--- config.mk ---
export PLATFORM = sky130hd
export DESIGN_NAME = tuner_phy_ctrl_arb
export DESIGN_NICKNAME = d
export VERILOG_FILES = /design/src/rtl/tuner_phy_ctrl_arb.sv
export SDC_FILE = /design/constraint.sdc
export NUM_CORES = 1
export LEC_CHECK = 0
export CAP_MARGIN = 20
export CORE_MARGIN = 5
export CORE_UTILIZATION = 47
export DETAILED_ROUTE_END_ITERATION = 10
export PLACE_DENSITY = 0.79
export RECOVER_POWER = 100
export SLEW_MARGIN = 40
export SYNTH_ARGS = -nofsm -noshare
export SYNTH_HDL_FRONTEND = slang
export SYNTH_SLANG_ARGS = --single-unit
--- constraint.sdc ---
create_clock -name clk -period 2.6 [get_ports clk]
set_input_delay 0.26 -clock clk [delete_from_list [all_inputs] [get_ports clk]]
set_output_delay 0.26 -clock clk [all_outputs]
set_load 0.03 [all_outputs]
--- src/rtl/tuner_phy_ctrl_arb.sv ---
`default_nettype none
// ----------------------------------------------------------------------------
// tuner_phy_ctrl_arb: shares one tuner-code port and one power-detect port
// between CH_SEARCH and CH_LOCK. Optional macro: TUNER_PHY_ARB_RR_EN. Rev 1.0
// ----------------------------------------------------------------------------
module tuner_phy_ctrl_arb #(
  parameter int CODE_WIDTH     = 8,
  parameter int PWR_WIDTH      = 8,
  parameter int SETTLE_CYCLES  = 4,
  parameter int TIMEOUT_CYCLES = 255
) (
  input  logic                    clk,
  input  logic                    rst_n,
  input  logic [1:0]              i_ch_req,
  input  logic [2*CODE_WIDTH-1:0] i_ch_code,
  output logic [1:0]              o_ch_gnt,
  output logic                    o_ch_done,
  output logic [PWR_WIDTH-1:0]    o_ch_pwr,
  output logic                    o_ch_err,
  output logic                    o_tune_valid,
  output logic [CODE_WIDTH-1:0]   o_tune_code,
  input  logic                    i_tune_ready,
  output logic                    o_det_req,
  input  logic                    i_det_valid,
  input  logic [PWR_WIDTH-1:0]    i_det_pwr,
  output logic [1:0]              o_arb_state
);

  typedef enum logic {CH_SEARCH = 1'b0, CH_LOCK = 1'b1} tuner_ctrl_ch_e;

  typedef enum logic [1:0] {
    ARB_CTRL_INIT = 2'd0,
    TUNE          = 2'd1,
    SYNC          = 2'd2,
    COMMIT        = 2'd3
  } tuner_phy_ctrl_arb_state_e;

  localparam int CNT_MAX = (TIMEOUT_CYCLES > SETTLE_CYCLES) ? TIMEOUT_CYCLES : SETTLE_CYCLES;
  localparam int CNT_W   = $clog2(CNT_MAX + 1);
  localparam logic [CNT_W-1:0] c_settle_last  = CNT_W'(SETTLE_CYCLES - 1);
  localparam logic [CNT_W-1:0] c_timeout_last = CNT_W'(TIMEOUT_CYCLES - 1);
  localparam logic [CNT_W-1:0] c_cnt_one      = CNT_W'(1);

  tuner_phy_ctrl_arb_state_e r_state;
  logic [1:0]            r_gnt;
  logic                  r_done;
  logic [PWR_WIDTH-1:0]  r_pwr;
  logic                  r_err;
  logic                  r_tune_valid;
  logic [CODE_WIDTH-1:0] r_tune_code;
  logic                  r_det_req;
  logic [CNT_W-1:0]      r_cnt;
  logic [1:0]            w_pick;
  logic [CODE_WIDTH-1:0] w_code;

`ifdef TUNER_PHY_ARB_RR_EN
  tuner_ctrl_ch_e r_last;

  // On contention the channel that did not win last time goes next.
  always_comb begin
    w_pick = i_ch_req;
    if (i_ch_req == 2'b11) begin
      w_pick = (r_last == CH_LOCK) ? 2'b01 : 2'b10;
    end
  end
`else
  always_comb begin
    w_pick = i_ch_req[CH_LOCK] ? 2'b10 : {1'b0, i_ch_req[CH_SEARCH]};
  end
`endif

  assign w_code = w_pick[1] ? i_ch_code[CODE_WIDTH +: CODE_WIDTH]
                            : i_ch_code[0 +: CODE_WIDTH];

  always_ff @(posedge clk or negedge rst_n) begin
    if (!rst_n) begin
      r_state      <= ARB_CTRL_INIT;
      r_gnt        <= 2'b00;
      r_done       <= 1'b0;
      r_pwr        <= '0;
      r_err        <= 1'b0;
      r_tune_valid <= 1'b0;
      r_tune_code  <= '0;
      r_det_req    <= 1'b0;
      r_cnt        <= '0;
`ifdef TUNER_PHY_ARB_RR_EN
      r_last       <= CH_SEARCH;
`endif
    end else begin
      case (r_state)
        ARB_CTRL_INIT: begin
          if (|w_pick) begin
            r_gnt        <= w_pick;
            r_tune_code  <= w_code;
            r_tune_valid <= 1'b1;
            r_cnt        <= '0;
            r_state      <= TUNE;
`ifdef TUNER_PHY_ARB_RR_EN
            r_last       <= w_pick[1] ? CH_LOCK : CH_SEARCH;
`endif
          end
        end
        TUNE: begin
          if (i_tune_ready) begin
            r_tune_valid <= 1'b0;
            r_cnt        <= '0;
            r_state      <= SYNC;
          end else if (r_cnt == c_timeout_last) begin
            r_tune_valid <= 1'b0;
            r_pwr        <= '0;
            r_err        <= 1'b1;
            r_done       <= 1'b1;
            r_state      <= COMMIT;
          end else begin
            r_cnt <= r_cnt + c_cnt_one;
          end
        end
        SYNC: begin
          // Settle phase counts completed cycles; the counter is then reused for the detect timeout.
          if (!r_det_req) begin
            if (r_cnt == c_settle_last) begin
              r_det_req <= 1'b1;
              r_cnt     <= '0;
            end else begin
              r_cnt <= r_cnt + c_cnt_one;
            end
          end else if (i_det_valid) begin
            r_det_req <= 1'b0;
            r_pwr     <= i_det_pwr;
            r_err     <= 1'b0;
            r_done    <= 1'b1;
            r_state   <= COMMIT;
          end else if (r_cnt == c_timeout_last) begin
            r_det_req <= 1'b0;
            r_pwr     <= '0;
            r_err     <= 1'b1;
            r_done    <= 1'b1;
            r_state   <= COMMIT;
          end else begin
            r_cnt <= r_cnt + c_cnt_one;
          end
        end
        COMMIT: begin
          r_gnt   <= 2'b00;
          r_done  <= 1'b0;
          r_err   <= 1'b0;
          r_cnt   <= '0;
          r_state <= ARB_CTRL_INIT;
        end
        default: r_state <= ARB_CTRL_INIT;
      endcase
    end
  end

  assign o_ch_gnt     = r_gnt;
  assign o_ch_done    = r_done;
  assign o_ch_pwr     = r_pwr;
  assign o_ch_err     = r_err;
  assign o_tune_valid = r_tune_valid;
  assign o_tune_code  = r_tune_code;
  assign o_det_req    = r_det_req;
  assign o_arb_state  = r_state;

endmodule
`default_nettype wire

==> results of run 1 <==
logic make-up after synthesis:
group / synth area share [%]
adders and majority gates: 5.540
muxes: 6.164
AOI/OAI and AO/OA: 21.33
and+or+nand+nor: 19.74
DFF: 44.32
buffers and inverters: 2.908
cell usage after synthesis:
cell and count:
dfrtp_1 32, o21ai_0 15, nand2_1 13, a21oi_1 10, mux2i_1 10, a22o_1 9, ha_1 8, nor3_1 7
and4_1 6, nor2b_1 6, inv_1 4, nor4_1 4, a211oi_1 3, and3_1 3, buf_2 3, clkbuf_1 3
nand2b_1 3, nor2_1 3, o211ai_1 3, a31oi_1 2, a41oi_1 2, and2_1 2, nand3_1 2, a211oi_4 1
a22o_2 1, a32o_1 1, a41o_1 1, and3b_1 1, and4b_1 1, buf_1 1, buf_4 1, mux2_2 1
nand2b_4 1, nor3b_4 1, nor4_4 1, o2111ai_1 1, o2111ai_4 1, o21ai_1 1, o22ai_1 1, o311a_1 1
or4b_4 1
sequential cells by signal (all words and copies together), names as in the netlist:
name,flops
r_cnt,8
o_det_req,1
o_arb_state,2
o_ch_gnt,2
o_ch_done,1
o_ch_pwr,8
o_tune_valid,1
o_ch_err,1
o_tune_code,8
critical path: stages, from the launching register on:
cell	delay, ps
dfrtp_1	410
inv_1	140
ha_1	380
nand3_1	230
nor2b_1	580
and4_1	310
nor4_1	50
routing by layer:
metal / wire length [um] / vias to the layer above / track usage [%]
met2: 2417 / 47 / 32.14
met5: 0 / - / 0
met4: 56 / 0 / 5.637
met3: 237 / 7 / 4.294
met1: 1926 / 769 / 21.70
li1: - / 757 / -
cell type report:
class / instances / area (um^2) / area share (%)
Multi-Input combinational cell: 127 / 953.4 / 38.70
Sequential cell: 32 / 800.8 / 32.50
Timing Repair Buffer: 55 / 541.8 / 21.99
Clock buffer: 6 / 82.58 / 3.352
Tap cell: 48 / 60.06 / 2.438
Inverter: 4 / 15.01 / 0.6094
Clock inverter: 2 / 10.01 / 0.4063
power by group through the flow:
stage / Sequential [uW] / Clock [uW] / Combinational (uW)
CTS: 693 / 403 / 983
finish: 687 / 401 / 941
global placement: 693 / 0 / 955
detailed placement: 704 / 0 / 977
floorplan: 898 / 0 / 406
global route: 706 / 420 / 1010
worst paths after layout:
kind,to,slack (ps),cells past startpoint
min in group asynchronous,r_cnt[0]$_DFFE_PN0P_,940,2
worst min-delay path,o_tune_code[1]$_DFFE_PN0P_,480,2
worst max register to register,r_cnt[3]$_DFFE_PN0P_,370,6
max in group asynchronous,r_cnt[4]$_DFFE_PN0P_,660,2
worst min register to register,o_tune_code[1]$_DFFE_PN0P_,480,2
worst max-delay path,r_cnt[3]$_DFFE_PN0P_,370,6
layout by cell type (no fill, tap or decap), types with 2 or more instances in the layout:
cell type and instances:
dlygate4sd3_1 26, nor2b_1 6, and4_1 6, nand3_1 2, clkdlybuf4s50_1 27, nand2b_1 3
ha_1 8, nor2_1 3, a31oi_1 2, a21oi_1 10, inv_1 4, and3_1 3
clkinv_2 2, a41oi_1 2, nor3_1 7, clkbuf_8 6, o21ai_0 16, mux2i_1 10
a22o_1 9, a211oi_1 3, dfrtp_1 32, o211ai_1 3, nor4_1 4, nand2_1 13
through the flow:
stage	instances	cell area, um^2	power (uW)	hold slack, ps
2_1_floorplan	171	1807	1304	-35.59
3_3_place_gp	266	2375	1648	463.6
3_5_place_dp	266	2375	1681	474.2
4_1_cts	274	2467	2079	387.4
5_1_grt	274	2464	2133	503.8
6_report	274	2464	2030	479.6
==> run summary, run 1 <==
Fmax = 449.2 MHz
Cell Rows = 22
Placer Congestion = 0.9498
Startpoint types = flip-flop
CTS sink count = 32
DRC viols = 0
I/O pins = 54
Switching Fraction = 41.38%
Final max-slew violation count = 33
CTS tree = done
Routed vias/inst = 5.766
H-tree depth = 2
CP Capture Type = flip-flop
Synth top area share = 44.32%
Post-layout util = 66.79%
Post-CTS Hold Buffers = 0
Layout Nets = 263
Antenna viol nets, final = 0
PD cells = 823.9 mW/mm^2
Final Hold Viols = 0
CP Class = reg -> reg
Aggregate global routing overflow = 0
Die H = 72 um
CTS max path bufs = 2
Setup TNS = 0 ps
Status = finished, violations left
Actual slew at the worst max-slew pin = 1705 ps
Clock-pin slew on the worst setup and hold paths = 70 ps
Final worst slack = 373.8 ps
Pre-CTS setup slack = 394.5 ps
Worst Hold Class = reg -> reg
Crit path time final = 2226 ps
Switching power = 839.8 uW
Post-synthesis cell count = 171
Filler Cells Inserted = 293
Post-Syn Nets = 209
# setup viols final = 0
Critical Path RT = 2750 ps
Min-delay src = o_tune_code[1]$_DFFE_PN0P_
Via count = 1580
Number of synthesized register bits = 32
Max-cap viol count = 1
Clock power frac = 19.8%
P_int = 1190 uW
Port bufs = 53
Total Wirelength = 4638 um
Hpwl dp = 3501 um
CTS Buf Count = 5
Combinational power share = 46.4%
Gr usage total = 18.14%
Cell taking the most area after synthesis = dfrtp_1
Clk_lat worst skew = 290 ps
Critical Path Fanout Max = 12
Crit path from = o_arb_state[0]$_DFFE_PN0P_
Core area = 0.003689 mm^2
Worst Skew = 8.182 ps
VDD IR max = 0.6123 mV
Inserted Diodes = 0
Flop pwr share = 33.9%
Period utilization = 85.62%
RSZ-0062 raised after global routing = false
P_leak = 0.001117 uW
Die area = 0.005184 mm^2
Fraction of layout cells with a size suffix above 1 = 7.522%
R2R Path Start = o_arb_state[0]$_DFFE_PN0P_
Cell Area, Synth = 0.001807 mm^2
Post-CTS resize count = 0
Synth-to-Final Area Change = 36.36%
Root Buffer = clkbuf_8
DRT Pass-1 Iters = 4
Starting DRT DRC Count = 65
Antenna violations before repair = 0
Synthesized area per cell = 10.57 um^2
Synth unique cells = 41
Rel. slew slack = -13.68%
Warnings from Yosys = 0
Arr. time, crit path = 2380 ps
Global-route wire length before repair = 7389 um
Pin count of the biggest net entering global routing = 33
Die width = 72 um
Mean routed wirelength per cell = 16.93 um
Initial Util = 48.98%
Setup bufs post-CTS = 0
Failing checks = capacitance limit, slew limit
Post-synthesis sequential area ratio = 44.32%
Most area-consuming cells after synthesis = dfrtp_1 (44%), ha_1 (5.5%), mux2i_1 (5.5%)
Number of global-route vias before repair = 1552
Power figures use the tool's default switching activity.
==> inputs of run 2 (changes only) <==
--- a/config.mk
+++ b/config.mk
@@ -5,11 +5,12 @@
 export SDC_FILE = /design/constraint.sdc
 export NUM_CORES = 1
 export LEC_CHECK = 0
+export ABC_CLOCK_PERIOD_IN_PS = 2600
 export CAP_MARGIN = 20
 export CORE_MARGIN = 5
-export CORE_UTILIZATION = 47
+export CORE_UTILIZATION = 45
 export DETAILED_ROUTE_END_ITERATION = 10
-export PLACE_DENSITY = 0.79
+export PLACE_DENSITY = 0.76
 export RECOVER_POWER = 100
 export SLEW_MARGIN = 40
 export SYNTH_ARGS = -nofsm -noshare
==> run summary, run 2 (synthesis results as in run 1) <==
Status = finished, violations left (unchanged)
Failing checks = capacitance limit, slew limit (unchanged)
Layout Nets = 266 (was 263)
CTS Buf Count = 5 (unchanged)
Setup bufs post-CTS = 0 (unchanged)
Global-route wire length before repair = 7024 um (was 7389 um)
Critical Path Fanout Max = 12 (unchanged)
Via count = 1524 (was 1580)
Setup TNS = 0 ps (unchanged)
Starting DRT DRC Count = 74 (was 65)
Final Hold Viols = 0 (unchanged)
VDD IR max = 0.5185 mV (was 0.6123 mV)
Actual slew at the worst max-slew pin = 1654 ps (was 1705 ps)
CTS max path bufs = 2 (unchanged)
Period utilization = 82.28% (was 85.62%)
Gr usage total = 16.98% (was 18.14%)
Total Wirelength = 4388 um (was 4638 um)
H-tree depth = 2 (unchanged)
CP Capture Type = flip-flop (unchanged)
Final max-slew violation count = 33 (unchanged)
CTS sink count = 32 (unchanged)
Fraction of layout cells with a size suffix above 1 = 6.987% (was 7.522%)
Clk_lat worst skew = 290 ps (about the same)
Root Buffer = clkbuf_8 (unchanged)
Fmax = 467.4 MHz (was 449.2 MHz)
Antenna violations before repair = 0 (unchanged)
Aggregate global routing overflow = 0 (unchanged)
Die H = 73.37 um (was 72 um)
Core area = 0.003943 mm^2 (was 0.003689 mm^2)
Clock-pin slew on the worst setup and hold paths = 70 ps (about the same)
Die width = 73.37 um (was 72 um)
# setup viols final = 0 (unchanged)
CTS tree = done (unchanged)
Placer Congestion = 0.8634 (was 0.9498)
Filler Cells Inserted = 337 (was 293)
Die area = 0.005382 mm^2 (was 0.005184 mm^2)
Number of global-route vias before repair = 1481 (was 1552)
Post-layout util = 62.87% (was 66.79%)
Hpwl dp = 3226 um (was 3501 um)
Commonest non-fill, non-tap cell in the layout = dfrtp_1 (unchanged)
Antenna viol nets, final = 0 (unchanged)
Worst Skew = 3.783 ps (was 8.182 ps)
Startpoint types = flip-flop (unchanged)
Synth-to-Final Area Change = 37.19% (was 36.36%)
DRT Pass-1 Iters = 4 (unchanged)
Mean routed wirelength per cell = 15.73 um (was 16.93 um)
Port bufs = 53 (unchanged)
Worst Hold Class = reg -> reg (unchanged)
Pin count of the biggest net entering global routing = 33 (unchanged)
Inserted Diodes = 0 (unchanged)
Post-CTS Hold Buffers = 0 (unchanged)
Commonest cells after routing, fill and taps aside = dfrtp_1 (32), clkdlybuf4s50_1 (28), dlygate4sd3_1 (25), o21ai_0 (16), nand2_1 (13) (was dfrtp_1 (32), clkdlybuf4s50_1 (27), dlygate4sd3_1 (26), o21ai_0 (16), nand2_1 (13))
Initial Util = 45.83% (was 48.98%)
Slowest Stage Delay on Critical Path = 420 ps (was 580 ps)
Routed vias/inst = 5.462 (was 5.766)
Hold slack = 472.8 ps (was 479.6 ps)
PD cells = 836.2 mW/mm^2 (was 823.9 mW/mm^2)
Arr. time, crit path = 2330 ps (was 2380 ps)
Rel. slew slack = -10.29% (was -13.68%)
Max-cap viol count = 1 (unchanged)
RSZ-0062 raised after global routing = false (unchanged)
CP Class = reg -> reg (unchanged)
Critical path's slowest cell = dfrtp_1 (was nor2b_1)
I/O pins = 54 (unchanged)
DRC viols = 0 (unchanged)
Critical Path RT = 2790 ps (was 2750 ps)
Cell Rows = 23 (was 22)
Crit path time final = 2139 ps (was 2226 ps)
Post-CTS resize count = 0 (unchanged)
CP Cell Sequence = inv_1 -> ha_1 -> nand3_1 -> nor2b_1 -> clkbuf_1 -> and4_1 -> nor4_1 (was inv_1 -> ha_1 -> nand3_1 -> nor2b_1 -> and4_1 -> nor4_1)
P_leak = 0.001128 uW (was 0.001117 uW)
-- run 2: path summary, 6_finish.rpt --
kind                                            startpoint                          to  slack [ps]  depth (start not counted)
worst max-delay path            o_arb_state[0]$_DFFE_PN0P_        r_cnt[3]$_DFFE_PN0P_         460                          7
worst min-delay path            o_tune_code[0]$_DFFE_PN0P_  o_tune_code[0]$_DFFE_PN0P_         470                          2
worst max register to register  o_arb_state[0]$_DFFE_PN0P_        r_cnt[3]$_DFFE_PN0P_         460                          7
worst min register to register  o_tune_code[0]$_DFFE_PN0P_  o_tune_code[0]$_DFFE_PN0P_         470                          2
max in group asynchronous                            rst_n        r_cnt[7]$_DFFE_PN0P_         710                          2
min in group asynchronous                            rst_n        r_cnt[0]$_DFFE_PN0P_         930                          2
-- run 2: stage by stage --
| stage | area, um^2 | total power [uW] | cells | setup slack (ps) |
|---|---|---|---|---|
| detailed placement | 2400 | 1686 | 271 | 539.6 |
| CTS | 2507 | 2162 | 279 | 528.7 |
| global route | 2479 | 2207 | 279 | 177.1 |
| floorplan | 1807 | 1304 | 171 | 543.7 |
| finish | 2479 | 2073 | 279 | 460.7 |
| global placement | 2400 | 1675 | 271 | 601.4 |
-- run 2: final cells by class --
class	count	area, um^2	area share [%]
multi-input combinational	127	935.9	37.76
sequential	32	800.8	32.31
timing repair buffer	58	556.8	22.46
clock buffer	6	72.57	2.928
tap	50	62.56	2.524
clock inverter	2	35.03	1.413
inverter	4	15.01	0.6058
-- run 2: routing by layer --
metal | routed length [um] | up-vias | track usage (%)
met3 | 232 | 6 | 4.925
met4 | 68 | 0 | 6.439
met1 | 1906 | 719 | 21.93
met5 | 0 | - | 0
li1 | - | 763 | -
met2 | 2181 | 36 | 26.91
-- run 2: worst max-delay path: cells and delay by family (launching register included) --
kind                     cells  cell delay [ps]
flip-flops                   1              420
buffers and inverters        2              400
AND/OR/NAND/NOR              4              840
adder cells (fa/ha/maj)      1              390
-- run 2: report_power, final --
group,internal (uW),switching [uW]
logic,367,551
clock network,284,183
registers,613,75.4
total,1260,809
